**src/rtl/keypad_scanner_if.sv**
```systemverilog
// Keypad-side signal bundle of the 4x4 matrix scanner.
// The master modport is the scanner; the slave modport is the keypad and its consumer.
interface keypad_scanner_if;
    logic [3:0] row_in;
    logic [3:0] col_out;
    logic [3:0] key_code;
    logic       key_pulse;
    logic       key_held;
    logic       release_pulse;

    modport master (
        input  row_in,
        output col_out,
        output key_code,
        output key_pulse,
        output key_held,
        output release_pulse
    );

    modport slave (
        output row_in,
        input  col_out,
        input  key_code,
        input  key_pulse,
        input  key_held,
        input  release_pulse
    );
endinterface

```
**src/rtl/keypad_scanner.sv**
```systemverilog
// 4x4 keypad matrix scanner: rotates one-hot column drive and classifies each full scan.
// A debounced single key produces key_pulse/key_held; a debounced release produces release_pulse.
module keypad_scanner #(
    parameter int SCAN_DIV       = 5000,
    parameter int DEBOUNCE_SCANS = 4
) (
    input  logic              clk,
    input  logic              reset,
    keypad_scanner_if.master  kp
);
    localparam int                DIV_W    = $clog2(SCAN_DIV);
    localparam logic [DIV_W-1:0]  DIV_LAST = DIV_W'(SCAN_DIV - 1);
    localparam logic [3:0]        DEB_N    = 4'(DEBOUNCE_SCANS);

    typedef enum logic [1:0] {IDLE, PRESS_DEB, HELD, REL_DEB} state_e;

    function automatic logic [2:0] popcount4(input logic [3:0] v);
        return {2'b00, v[0]} + {2'b00, v[1]} + {2'b00, v[2]} + {2'b00, v[3]};
    endfunction

    function automatic logic [1:0] onehot_index(input logic [3:0] v);
        logic [1:0] idx;
        case (v)
            4'b0001: idx = 2'd0;
            4'b0010: idx = 2'd1;
            4'b0100: idx = 2'd2;
            4'b1000: idx = 2'd3;
            default: idx = 2'd0;
        endcase
        return idx;
    endfunction

    logic [3:0]       row_meta_q, row_sync_q;
    logic [DIV_W-1:0] div_cnt_q;
    logic [3:0]       col_q;
    logic [1:0]       acc_cnt_q;
    logic [3:0]       acc_code_q;
    state_e           state_q, state_d;
    logic [3:0]       scan_cnt_q, scan_cnt_d;
    logic [3:0]       cand_q, cand_d;
    logic [3:0]       key_code_q, key_code_d;
    logic             key_held_q, key_held_d;
    logic             key_pulse_q, key_pulse_d;
    logic             release_pulse_q, release_pulse_d;

    logic             tick_s, scan_done_s, press_s, release_s;
    logic [1:0]       col_idx_s, base_cnt_s, res_cnt_s;
    logic [2:0]       row_pc_s, sum_s;
    logic [3:0]       base_code_s, res_code_s;
    logic             res_none_s, res_single_s;

    // Hit accumulation: count saturates at 2 (MULTI); code is the first single hit of the scan.
    always_comb begin
        tick_s      = (div_cnt_q == DIV_LAST);
        col_idx_s   = onehot_index(col_q);
        row_pc_s    = popcount4(row_sync_q);
        base_cnt_s  = (col_idx_s == 2'd0) ? 2'd0 : acc_cnt_q;
        base_code_s = (col_idx_s == 2'd0) ? 4'd0 : acc_code_q;
        sum_s       = {1'b0, base_cnt_s} + row_pc_s;
        res_cnt_s   = (sum_s >= 3'd2) ? 2'd2 : sum_s[1:0];
        if ((base_cnt_s == 2'd0) && (row_pc_s == 3'd1)) begin
            res_code_s = {col_idx_s, onehot_index(row_sync_q)};
        end else begin
            res_code_s = base_code_s;
        end
        scan_done_s  = tick_s && (col_idx_s == 2'd3);
        res_none_s   = (res_cnt_s == 2'd0);
        res_single_s = (res_cnt_s == 2'd1);
    end

    // Row synchronizer, free-running divider, column rotation and scan accumulator.
    always_ff @(posedge clk) begin
        if (reset) begin
            row_meta_q <= 4'd0;
            row_sync_q <= 4'd0;
            div_cnt_q  <= '0;
            col_q      <= 4'b0001;
            acc_cnt_q  <= 2'd0;
            acc_code_q <= 4'd0;
        end else begin
            row_meta_q <= kp.row_in;
            row_sync_q <= row_meta_q;
            if (tick_s) begin
                div_cnt_q  <= '0;
                col_q      <= {col_q[2:0], col_q[3]};
                acc_cnt_q  <= res_cnt_s;
                acc_code_q <= res_code_s;
            end else begin
                div_cnt_q  <= div_cnt_q + 1'b1;
            end
        end
    end

    // FSM state, debounce counter and registered outputs.
    always_ff @(posedge clk) begin
        if (reset) begin
            state_q         <= IDLE;
            scan_cnt_q      <= 4'd0;
            cand_q          <= 4'd0;
            key_code_q      <= 4'd0;
            key_held_q      <= 1'b0;
            key_pulse_q     <= 1'b0;
            release_pulse_q <= 1'b0;
        end else begin
            state_q         <= state_d;
            scan_cnt_q      <= scan_cnt_d;
            cand_q          <= cand_d;
            key_code_q      <= key_code_d;
            key_held_q      <= key_held_d;
            key_pulse_q     <= key_pulse_d;
            release_pulse_q <= release_pulse_d;
        end
    end

    // Next-state logic, evaluated only at full-scan completion.
    always_comb begin
        state_d    = state_q;
        scan_cnt_d = scan_cnt_q;
        cand_d     = cand_q;
        press_s    = 1'b0;
        release_s  = 1'b0;
        if (scan_done_s) begin
            case (state_q)
                IDLE: begin
                    if (res_single_s) begin
                        cand_d     = res_code_s;
                        scan_cnt_d = 4'd1;
                        if (DEB_N == 4'd1) begin
                            state_d = HELD;
                            press_s = 1'b1;
                        end else begin
                            state_d = PRESS_DEB;
                        end
                    end else begin
                        state_d = IDLE;
                    end
                end
                PRESS_DEB: begin
                    if (res_single_s && (res_code_s == cand_q)) begin
                        scan_cnt_d = scan_cnt_q + 4'd1;
                        if ((scan_cnt_q + 4'd1) >= DEB_N) begin
                            state_d = HELD;
                            press_s = 1'b1;
                        end else begin
                            state_d = PRESS_DEB;
                        end
                    end else if (res_single_s) begin
                        cand_d     = res_code_s;
                        scan_cnt_d = 4'd1;
                    end else begin
                        state_d    = IDLE;
                        scan_cnt_d = 4'd0;
                    end
                end
                HELD: begin
                    if (res_none_s) begin
                        scan_cnt_d = 4'd1;
                        if (DEB_N == 4'd1) begin
                            state_d   = IDLE;
                            release_s = 1'b1;
                        end else begin
                            state_d = REL_DEB;
                        end
                    end else begin
                        state_d = HELD;
                    end
                end
                REL_DEB: begin
                    if (res_none_s) begin
                        scan_cnt_d = scan_cnt_q + 4'd1;
                        if ((scan_cnt_q + 4'd1) >= DEB_N) begin
                            state_d   = IDLE;
                            release_s = 1'b1;
                        end else begin
                            state_d = REL_DEB;
                        end
                    end else begin
                        state_d = HELD;
                    end
                end
                default: begin
                    state_d    = IDLE;
                    scan_cnt_d = 4'd0;
                end
            endcase
        end else begin
            state_d = state_q;
        end
    end

    // Output next values; pulses last one clock since scan completions are far apart.
    always_comb begin
        key_pulse_d     = press_s;
        release_pulse_d = release_s;
        if (press_s) begin
            key_code_d = cand_d;
            key_held_d = 1'b1;
        end else if (release_s) begin
            key_code_d = key_code_q;
            key_held_d = 1'b0;
        end else begin
            key_code_d = key_code_q;
            key_held_d = key_held_q;
        end
    end

    assign kp.col_out       = col_q;
    assign kp.key_code      = key_code_q;
    assign kp.key_held      = key_held_q;
    assign kp.key_pulse     = key_pulse_q;
    assign kp.release_pulse = release_pulse_q;

endmodule

```
**src/flat_wrapper.sv**
```systemverilog
// flat-port wrapper written by rule: the top's interface ports become plain ports
module keypad_scanner_flat 
#(
    parameter int SCAN_DIV       = 5000,
    parameter int DEBOUNCE_SCANS = 4
)
  (clk, reset, kp_row_in, kp_col_out, kp_key_code, kp_key_pulse, kp_key_held, kp_release_pulse);
  keypad_scanner_if kp_i ();
  input  logic clk;
  input  logic reset;
  input wire logic [$bits(kp_i.row_in)-1:0] kp_row_in;
  output wire logic [$bits(kp_i.col_out)-1:0] kp_col_out;
  output wire logic [$bits(kp_i.key_code)-1:0] kp_key_code;
  output wire logic [$bits(kp_i.key_pulse)-1:0] kp_key_pulse;
  output wire logic [$bits(kp_i.key_held)-1:0] kp_key_held;
  output wire logic [$bits(kp_i.release_pulse)-1:0] kp_release_pulse;
  assign kp_i.row_in = kp_row_in;
  assign kp_col_out = kp_i.col_out;
  assign kp_key_code = kp_i.key_code;
  assign kp_key_pulse = kp_i.key_pulse;
  assign kp_key_held = kp_i.key_held;
  assign kp_release_pulse = kp_i.release_pulse;
  keypad_scanner #(.SCAN_DIV(SCAN_DIV), .DEBOUNCE_SCANS(DEBOUNCE_SCANS)) u_core (.clk(clk), .reset(reset), .kp(kp_i));
endmodule
```
**config.mk**
```make
export PLATFORM = sky130hd
export DESIGN_NAME = keypad_scanner_flat
export DESIGN_NICKNAME = d
export VERILOG_FILES = /design/src/rtl/keypad_scanner_if.sv /design/src/rtl/keypad_scanner.sv /design/src/flat_wrapper.sv
export SDC_FILE = /design/constraint.sdc
export NUM_CORES = 1
export LEC_CHECK = 0
export CORE_UTILIZATION = 46
export CTS_BUF_LIST = sky130_fd_sc_hd__clkbuf_8 sky130_fd_sc_hd__clkbuf_16
export CTS_CLUSTER_SIZE = 14
export DETAILED_ROUTE_END_ITERATION = 10
export DONT_BUFFER_PORTS = 1
export GPL_TIMING_DRIVEN = 1
export SLEW_MARGIN = 20
export SYNTH_ARGS = -nofsm -noshare
export SYNTH_HDL_FRONTEND = slang
export SYNTH_SLANG_ARGS = --single-unit
export TNS_END_PERCENT = 1
```
**constraint.sdc**
```tcl
create_clock -name clk -period 5.52 [get_ports clk]
set_input_delay 1.104 -clock clk [delete_from_list [all_inputs] [get_ports clk]]
set_output_delay 1.104 -clock clk [all_outputs]
set_load 0.1 [all_outputs]
```
==> results of run 1 <==
## cells in the final DEF (no fill, tap or decap), types with 2 or more instances in the layout
cell,count
a21oi_1,6
o21ai_0,2
xnor2_1,11
and2_1,4
nor2_2,3
nor2b_1,8
nand4_1,2
inv_1,16
a31oi_1,7
clkbuf_8,6
a211o_1,2
or4b_1,2
nand2b_1,2
o211ai_1,3
xor2_1,9
o41ai_1,3
nor2_1,40
fa_1,2
nand2_1,16
mux2i_1,12
a211oi_1,9
a2111o_1,2
dfxtp_1,48
o21a_1,2
nor3_1,7
buf_4,4
ha_1,7
nand3_1,10
## where the power goes
| group | total, mW | internal [mW] | switching, mW | leakage, nW |
|---|---|---|---|---|
| registers | 0.354 | 0.351 | 0.00301 | 0.389 |
| logic | 0.0474 | 0.0164 | 0.0310 | 0.519 |
| clock network | 0.266 | 0.148 | 0.118 | 0.0614 |
| total | 0.667 | 0.515 | 0.152 | 0.969 |
## stage by stage
stage | utilization (%) | hold slack (ns) | instance area (sq um) | worst slack (ns) | std cells
6_report | 51.61 | 0.4354 | 2686 | 1.717 | 348
5_1_grt | 51.61 | 0.4442 | 2686 | 1.326 | 348
4_1_cts | 51.61 | 0.4398 | 2686 | 1.687 | 348
3_5_place_dp | 49.28 | 0.4239 | 2565 | 1.748 | 340
3_3_place_gp | 49.28 | 0.4161 | 2565 | 1.779 | 340
2_1_floorplan | - | 0.4138 | 2540 | 1.972 | 280
## layer usage
layer | GRT usage (%) | part of all wire, % | vias up
li1 | - | - | 971
met1 | 24.46 | 51 | 885
met2 | 26.58 | 45 | 25
met3 | 4.192 | 2.9 | 2
met4 | 4.615 | 0.63 | 0
met5 | 0 | 0 | -
## cells by family after synthesis
group | synth area share, %
simple gates | 22.86
compound gates | 16.65
flops | 37.83
buf+inv | 6.010
xor+xnor | 6.897
mux | 4.729
fa+ha+maj | 5.025
## cell type report
type | instances | area, sq um
clock buffer | 6 | 82.58
clock inverter | 2 | 38.79
fill | 519 | 2519
inverter | 16 | 60.06
multi-input combinational | 202 | 1426
sequential | 48 | 960.9
tap | 70 | 87.58
timing repair buffer | 4 | 30.03
## flip-flops by register name, summed over array words and instances, names as in the netlist
register and flops:
u_core.cand_q 4, u_core.scan_cnt_q 4, u_core.kp.col_out 4, u_core.row_sync_q 4
u_core.kp.key_pulse 1, u_core.acc_code_q 4, u_core.kp.release_pulse 1, u_core.acc_cnt_q 2
u_core.state_q 2, u_core.kp.key_code 4, u_core.kp.key_held 1, u_core.div_cnt_q 13
u_core.row_meta_q 4
## worst register-to-register path, stage by stage, from the launching register on
cell and delay [ns]:
dfxtp_1 0.35, inv_1 0.06, ha_1 0.27, inv_1 0.04, fa_1 0.35, inv_1 0.06, ha_1 0.28, or3_1 0.44
nor3_1 0.25, a22oi_1 0.18, xnor2_1 0.20, a21oi_1 0.69, nand2_1 0.17, a2111oi_1 0.35
## final timing paths
check / cells past startpoint / slack [ns] / end
setup / recovery: 13 / 1.72 / u_core.scan_cnt_q[2]
hold / removal: 1 / 0.44 / u_core.row_sync_q[3]
setup reg to reg: 13 / 1.72 / u_core.scan_cnt_q[2]
hold reg to reg: 1 / 0.44 / u_core.row_sync_q[3]
==> reports/qor.yml, run 1 <==
outcome:
  status: "complete, no violations"
clocking:
  htree_num_levels: 2
  tritoncts: "built"
  clk_path_buf_depth: 2
  clkSlewWorstSetupHoldPaths_ns: 0.09
  numCtsBuffers: 5
  cts_resized: 0
  hold_buffers: 0
  clk_latency_ns: 0.29
  post-cts-setup-buffer-count: 0
  root_buffer: "clkbuf_8"
  cts.sinks: 48
die:
  die_h_um: 76.31
  die_x_um: 76.31
  dieArea_sq_um: 5822
  pin_count: 17
  rows: 26
  coreArea_sq_um: 5205
  initial_core_util_pct: 48.80
job:
  maxCapViolations: 0
drt:
  dr.pass1.iters: 4
  post_drt_via_cell_ratio: 5.411
  avgRoutedWirePerCell_um: 13.33
  drt-initial-drc-count: 82
  ant_nets: 0
  num_vias: 1883
  wl_mm: 4.639
  drc: 0
setup_path:
  crit_path_top_delay_cell: "a21oi_1"
  crit_chain: "inv_1, ha_1, inv_1, fa_1, inv_1, ha_1, or3_1, nor3_1, a22oi_1, xnor2_1, a21oi_1, nand2_1, a2111oi_1"
  worstPathMaxFanout: 11
  cp-start-kind: "register"
  path_buf_inv: 3
  cp-startpoint: "u_core.row_sync_q[0]"
  end_kind: "register"
  crit_top_cell: "inv_1"
  crit_required_ns: 5.70
  criticalPathCategory: "reg -> reg"
  critPathTopFamily: "compound AO/OA/AOI/OAI gates"
  critPathArrivalTime_ns: 3.98
  timing.rr.start: "u_core.row_sync_q[0]"
  cpPeakStageDelay_ns: 0.69
synthesis:
  yosysTopAreaCellShare_pct: 37.83
  ys_ff_latch: 48
  synth.distinct_cells: 61
  syn_area_sq_um: 2540
  synth_top_area_cell: "dfxtp_1"
  yosysWarnings: 0
  synthCells: 280
  avgSynthCellArea_sq_um: 9.071
  ys_seq_area_share_pct: 37.83
  synth_edf_count: 0
  ys_top_cells_by_count: "dfxtp_1, nor2_1, inv_1, nand2_1, mux2i_1"
  synth_ff_type: "dfxtp_1"
  synth_area_leaders: "dfxtp_1, nor2_1, mux2i_1"
  syn-num-nets: 295
  ys_async_sr_fraction_pct: 0
  synth.most_common_cell: "dfxtp_1"
power:
  cellPowerDensity_nw_per_um2: 248.3
  total_power_uw: 667.0
  vdd_drop_max_mv: 0.1282
  p_leak_nw: 0.9689
min_path:
  hold_path_class: "reg -> reg"
  hold_start: "u_core.row_meta_q[3]"
timing:
  slew_headroom_pct: 34.99
  worstMarginPinSlew_ns: 0.9738
  min_period_ns: 3.803
  fmax_mhz: 262.9
  finalMaxSlewViolations: 0
  finalCritPeriodShare_pct: 68.90
  tns_ns: 0
  hold_violations: 0
  fin_skew_ns: 0.01290
  finalSetupViolCount: 0
  rsz0062_at_grt: "no"
global_route:
  grt_pass1_vias: 1741
  grt_max_degree: 35
  antenna_found_initial: 0
  grt_usage_pct: 17.42
  grt.overflow.total: 0
  grt_pass1_wl_mm: 8.217
final_layout:
  finalNetCount: 292
  drive_gt1_share_pct: 10.07
  syn_to_final_growth_pct: 5.764
  antennaDiodeCount: 0
placed_design:
  hpwl_mm: 3.330
  gp_congestion: 0.7502
  portBuffers: 0
No activity file was read; power rests on OpenSTA's default activity.
==> run 2: changes to the inputs <==
==> constraint.sdc (replaced) <==
create_clock -name clk -period 3.2 [get_ports clk]
set_input_delay 0.64 -clock clk [delete_from_list [all_inputs] [get_ports clk]]
set_output_delay 0.64 -clock clk [all_outputs]
set_load 0.1 [all_outputs]
==> reports/qor.yml, run 2 (synthesis gave the netlist of run 1 again) <==
timing:
  finalCritPeriodShare_pct: 102.5  # +34 points
  fin_skew_ns: 0.009687  # -0.003209 ns
  fmax_mhz: 305.0  # +16%
  slew_headroom_pct: 35.35  # +0.36 points
  hold_violations: 0  # unchanged
  finalSetupViolCount: 6  # +6
  tns_ns: -0.1266  # -0.1266 ns
  finalMaxSlewViolations: 0  # unchanged
  min_period_ns: 3.279  # -0.5241 ns
  finalWorstSetupSlack_ns: -0.07907  # -1.796 ns
  rsz0062_at_grt: "yes"
  worstMarginPinSlew_ns: 0.9684  # -0.005433 ns
final_layout:
  n_fill_cell: 456  # -12%
  finalNetCount: 331  # +13%
  drive_gt1_share_pct: 29.11  # +19 points
  fin_util_pct: 59.38  # +7.8 points
  syn_to_final_growth_pct: 21.67
  largest_register_ffs: 13  # unchanged
  largest_register: "u_core.div_cnt_q"
  layout_common_cells: "dfxtp_1, nor2_1, buf_4, nand2_1, inv_1"
  final_common_cell: "dfxtp_1"
  antennaDiodeCount: 0  # unchanged
placed_design:
  hpwl_mm: 3.565  # +7.0%
  portBuffers: 0  # unchanged
  gp_congestion: 0.7601  # +1.3%
power:
  cellPowerDensity_nw_per_um2: 357.5  # +44%
  power.switching_uw: 271.8  # +79%
  combPwrFrac_pct: 14.4  # +7.3 points
  intPower_uw: 833.0  # +62%
  power_frac_seq_pct: 55.2  # +2.2 points
  p_leak_nw: 1.167  # +20%
  p_clk_share_pct: 30.5  # -9.4 points
  p_sw_share_pct: 24.60  # +1.8 points
  vdd_drop_max_mv: 0.3125  # +140%
global_route:
  grt_pass1_vias: 1973  # +13%
  grt_pass1_wl_mm: 9.059  # +10%
  grt.overflow.total: 0  # unchanged
  grt_max_degree: 35  # unchanged
  grt_usage_pct: 19.18  # +1.8 points
  antenna_found_initial: 0  # unchanged
die:
  die_h_um: 76.31  # unchanged
  pin_count: 17  # unchanged
  die_x_um: 76.31  # unchanged
  dieArea_sq_um: 5822  # unchanged
  initial_core_util_pct: 48.80  # unchanged
  rows: 26  # unchanged
  coreArea_sq_um: 5205  # unchanged
min_path:
  min_to: "u_core.kp.key_held"
  hold_start: "reset"
  hold_path_class: "in -> reg"
  hold_depth: 1  # unchanged
setup_path:
  cp-start-kind: "register"
  worstPathMaxFanout: 3  # -8
  timing.rr.start: "u_core.row_sync_q[0]"
  end_kind: "register"
  crit_required_ns: 3.44  # -2.26 ns
  reg2regPathDepth: 15  # +2
  criticalPathCategory: "reg -> reg"
  r2r_slack_ns: -0.08  # -1.80 ns
  r2r-end: "u_core.scan_cnt_q[0]"
  critPathArrivalTime_ns: 3.51  # -0.47 ns
drt:
  ant_nets: 0  # unchanged
  avgRoutedWirePerCell_um: 13.79  # +3.5%
  num_vias: 2029  # +7.8%
  drc: 0  # unchanged
  wl_mm: 5.324  # +15%
  drt-initial-drc-count: 119  # +45%
  dr.pass1.iters: 4  # unchanged
  post_drt_via_cell_ratio: 5.256  # -2.9%
clocking:
  clk_latency_ns: 0.29  # about the same
  numCtsBuffers: 5  # unchanged
  root_buffer: "clkbuf_8"
  clk_path_buf_depth: 2  # unchanged
  tritoncts: "built"
  htree_num_levels: 2  # unchanged
  clkSlewWorstSetupHoldPaths_ns: 0.09  # about the same
  cts.sinks: 48  # unchanged
outcome:
  status: "finished, violations left"
  violations: "setup timing"
job:
  maxCapViolations: 0  # unchanged
## run 2: changes by cell type in the layout (fill, tap and decap cells not counted), moves of 4 or more
cell / before / now
inv_2: 0 / 4
buf_6: 0 / 5
dfxtp_2: 0 / 6
buf_4: 4 / 38
dfxtp_1: 48 / 42
## run 2: stage by stage
stage	setup WS (ns)	area [sq um]	cells	total power, mW	hold WS, ns
finish	-0.07907	3090	386	1.105	0.3985
global route	-0.1842	3090	386	1.159	0.3829
CTS	-0.04351	3078	386	1.116	0.3968
detailed placement	-0.2154	2773	367	0.7332	0.4204
global placement	-0.1811	2773	367	0.7313	0.4174
floorplan	-0.01633	2545	280	0.6965	0.4138
## run 2: critical path, stage by stage, from the launching register on
cell and delay [ns]:
dfxtp_2 0.34, inv_2 0.05, ha_4 0.25, inv_2 0.03
fa_2 0.34, inv_2 0.08, ha_4 0.21, or3_4 0.42
o31ai_4 0.26, o32a_4 0.22, buf_4 0.11, xnor2_1 0.17
nor2_4 0.09, buf_4 0.14, a2111oi_2 0.33, o21a_1 0.18
## run 2: what timing repair did
item	in CTS	in global routing
endpoints found under the setup margin	14	16
resized for setup	32	3
buffers inserted	13	0
pin swaps	18	10
hold buffers	0	0
## run 2: area by class of cell
class,instances,area (sq um),area share (%)
sequential,48,968.4,31.34
multi-input combinational,202,1555,50.32
inverter,16,60.06,1.943
clock buffer,5,68.82,2.227
clock inverter,2,8.758,0.2834
tap,70,87.58,2.834
timing repair buffer,43,341.6,11.05
## run 2: metal layers
layer / vias up / track usage (%) / part of all wire [%]
met2: 22 / 32.34 / 47
met3: 2 / 3.593 / 2.3
met5: - / 0 / 0
met4: 0 / 5.000 / 0.51
li1: 1050 / - / -
met1: 955 / 25.07 / 50
## run 2: power groups by stage
| stage | registers (mW) | logic, mW | clock network (mW) |
|---|---|---|---|
| finish | 0.609 | 0.159 | 0.337 |
| global route | 0.611 | 0.172 | 0.377 |
| CTS | 0.609 | 0.156 | 0.351 |
| detailed placement | 0.623 | 0.110 | 0 |
| global placement | 0.623 | 0.108 | 0 |
| floorplan | 0.623 | 0.0737 | 0 |
## run 2: how the worst max path moves through the flow
| stage | cells past startpoint | to | startpoint |
|---|---|---|---|
| floorplan | 12 | u_core.scan_cnt_q[0] | u_core.kp.col_out[3] |
| global placement | 13 | u_core.cand_q[2] | u_core.row_sync_q[0] |
| detailed placement | 13 | u_core.cand_q[1] | u_core.row_sync_q[0] |
| CTS | 13 | u_core.cand_q[1] | u_core.row_sync_q[0] |
| global route | 15 | u_core.cand_q[2] | u_core.row_sync_q[0] |
| finish | 15 | u_core.scan_cnt_q[0] | u_core.row_sync_q[0] |
==> run 3: changes to the inputs <==
--- a/config.mk
+++ b/config.mk
@@ -11,6 +11,7 @@
 export DETAILED_ROUTE_END_ITERATION = 10
 export DONT_BUFFER_PORTS = 1
 export GPL_TIMING_DRIVEN = 1
+export PLACE_DENSITY = 0.63
 export SLEW_MARGIN = 20
 export SYNTH_ARGS = -nofsm -noshare
 export SYNTH_HDL_FRONTEND = slang
==> reports/qor.yml, run 3 (synthesis gave the netlist of run 1 again) <==
outcome:
  status: "finished, violations left"
  violations: "setup timing"
drt:
  drt-initial-drc-count: 71  # -40%
  post_drt_via_cell_ratio: 5.228  # -0.54%
  avgRoutedWirePerCell_um: 13.03  # -5.6%
  ant_nets: 0  # unchanged
  drc: 0  # unchanged
  dr.pass1.iters: 4  # unchanged
  wl_mm: 4.963  # -6.8%
  num_vias: 1992  # -1.8%
global_route:
  met1_usage_pct: 24.78  # -0.30 points
  grt_usage_pct: 18.33  # -0.85 points
  antenna_found_initial: 0  # unchanged
  grt_pass1_wl_mm: 8.611  # -4.9%
  grt_pass1_vias: 1833  # -7.1%
  grtUsageMet2_pct: 28.56  # -3.8 points
  grt.overflow.total: 0  # unchanged
  grt-busiest-layer: "met2"
  grt_max_degree: 35  # unchanged
  use_met3_pct: 4.311  # +0.72 points
power:
  p_sw_share_pct: 25.65  # +1.1 points
  p_leak_nw: 1.130  # -3.2%
  p_clk_share_pct: 33.2  # +2.7 points
  cellPowerDensity_nw_per_um2: 371.1  # +3.8%
  combPwrFrac_pct: 11.9  # -2.5 points
  power_frac_seq_pct: 54.8  # -0.4 points
  power.switching_uw: 285.2  # +4.9%
  vdd_drop_max_mv: 0.2381  # -24%
  intPower_uw: 826.7  # -0.76%
setup_path:
  crit_path_top_delay_cell: "fa_2"
  r2r_slack_ns: -0.13  # -0.05 ns
  crit_top_cell: "inv_1"
  reg2regPathDepth: 15  # unchanged
  timing.rr.start: "u_core.row_sync_q[0]"
  crit_required_ns: 3.44  # about the same
  cpPeakStageDelay_ns: 0.53  # +0.11 ns
  crit_chain: "inv_1, ha_1, inv_1, fa_1, inv_1, ha_1, fa_2, nand3b_1, nor2_1, mux2i_1, buf_4, a2111oi_4, buf_4, or4_1, o21ai_1"
  criticalPathCategory: "reg -> reg"
  critPathArrivalTime_ns: 3.57  # +0.06 ns
  r2r-end: "u_core.cand_q[1]"
  end_kind: "register"
  worstPathMaxFanout: 6  # +3
  cp-start-kind: "register"
clocking:
  root_buffer: "clkbuf_8"
  htree_num_levels: 2  # unchanged
  cts.sinks: 48  # unchanged
  clk_path_buf_depth: 2  # unchanged
  numCtsBuffers: 5  # unchanged
  tritoncts: "built"
  clk_latency_ns: 0.30  # about the same
  clkSlewWorstSetupHoldPaths_ns: 0.09  # about the same
timing:
  worstMarginPinSlew_ns: 0.9647  # -0.003649 ns
  finalSetupViolCount: 7  # +1
  finalWorstSetupSlack_ns: -0.1281  # -0.04906 ns
  slew_headroom_pct: 35.60  # +0.24 points
  finalCritPeriodShare_pct: 104.0  # +1.5 points
  tns_ns: -0.4151  # -0.2884 ns
  hold_violations: 0  # unchanged
  rsz0062_at_grt: "yes"
  fin_skew_ns: 0.004607  # -0.005081 ns
  min_period_ns: 3.328  # +0.04906 ns
  fmax_mhz: 300.5  # -1.5%
  finalMaxSlewViolations: 0  # unchanged
die:
  die_x_um: 76.31  # unchanged
  coreArea_sq_um: 5205  # unchanged
  die_h_um: 76.31  # unchanged
  dieArea_sq_um: 5822  # unchanged
  pin_count: 17  # unchanged
  rows: 26  # unchanged
  initial_core_util_pct: 48.80  # unchanged
placed_design:
  dp.cells: 366  # -0.27%
  hpwl_mm: 3.604  # +1.1%
  gp_congestion: 0.8010  # +5.4%
  portBuffers: 0  # unchanged
final_layout:
  stdcell_count: 381  # -1.3%
  largest_register: "u_core.div_cnt_q"
  largest_register_ffs: 13  # unchanged
  syn_to_final_growth_pct: 17.98
  final_common_cell: "dfxtp_1"
  n_fill_cell: 472  # +3.5%
  fin_util_pct: 57.57  # -1.8 points
  layout_common_cells: "dfxtp_1, nor2_1, buf_4, nand2_1, inv_1"
  seq_area_sq_um: 968.4  # unchanged
  finalNetCount: 325  # -1.8%
  multi_input_area_sq_um: 1511  # -2.8%
  drive_gt1_share_pct: 25.72  # -3.4 points
  antennaDiodeCount: 0  # unchanged
min_path:
  hold_path_class: "in -> reg"
  hold_start: "reset"
  hold_depth: 1  # unchanged
  min_to: "u_core.kp.key_held"
job:
  maxCapViolations: 0  # unchanged
## run 3: cell types whose count changed in the layout (fill, tap and decap cells not counted), sizes merged
cell    previous run  this run
buf               43        37
clkinv             1         2
## run 3: worst max-delay path by stage
stage / from / end / slack (ns) / cells after the start
2_1_floorplan: u_core.kp.col_out[3] / u_core.scan_cnt_q[0] / -0.02 / 12
3_3_place_gp: u_core.row_sync_q[0] / u_core.cand_q[3] / -0.15 / 13
3_5_place_dp: u_core.row_sync_q[0] / u_core.scan_cnt_q[3] / -0.25 / 14
4_1_cts: u_core.row_sync_q[0] / u_core.cand_q[1] / -0.13 / 15
5_1_grt: u_core.row_sync_q[0] / u_core.cand_q[1] / -0.25 / 15
6_report: u_core.row_sync_q[0] / u_core.cand_q[1] / -0.13 / 15
## run 3: power by group through the flow
stage               combinational, mW  sequential, mW  clock, mW
floorplan                      0.0737           0.623          0
global placement                0.111           0.623          0
detailed placement              0.113           0.623          0
CTS                             0.131           0.610      0.386
global route                    0.147           0.611      0.406
finish                          0.133           0.609      0.370
## run 3: critical path: cells and delay by family, from the launching register on
kind                     cells  cell delay, ns
buffers and inverters        5            0.46
AND/OR/NAND/NOR              3            0.71
flip-flops                   1            0.33
adder cells (fa/ha/maj)      4            1.48
AO/OA/AOI/OAI                2            0.11
multiplexers                 1            0.18
## run 3: layout make-up
type / count / area share (%)
clock buffers: 5 / 2.296
clock inverters: 3 / 0.7516
inverters: 16 / 2.004
multi-input cells: 202 / 50.44
flip-flops and latches: 48 / 32.32
well taps: 70 / 2.923
repair buffers: 37 / 9.269
## run 3: repair_timing
item	CTS	global route
hold endpoints to repair	0	0
gates cloned	0	0
hold buffers	0	0
pin swaps	13	6
endpoints found under the setup margin	16	16
gates resized for setup	13	6
setup buffers	7	0
## run 3: stage by stage
step                      hold WS [ns]  setup WS [ns]  total power, mW  instance area (sq um)
final                           0.3886        -0.1281            1.112                   2997
after CTS                       0.3818        -0.1264            1.126                   2963
after global placement          0.4214        -0.1548           0.7348                   2765
after floorplan                 0.4138       -0.01633           0.6965                   2545
after global routing            0.3724        -0.2537            1.164                   2997
after detailed placement        0.4226        -0.2531           0.7369                   2765
## run 3: metal layers
layer	vias to the layer above	wire length, um
met5	-	0
met4	0	68
met3	5	157
met2	31	2250
met1	914	2488
li1	1042	-
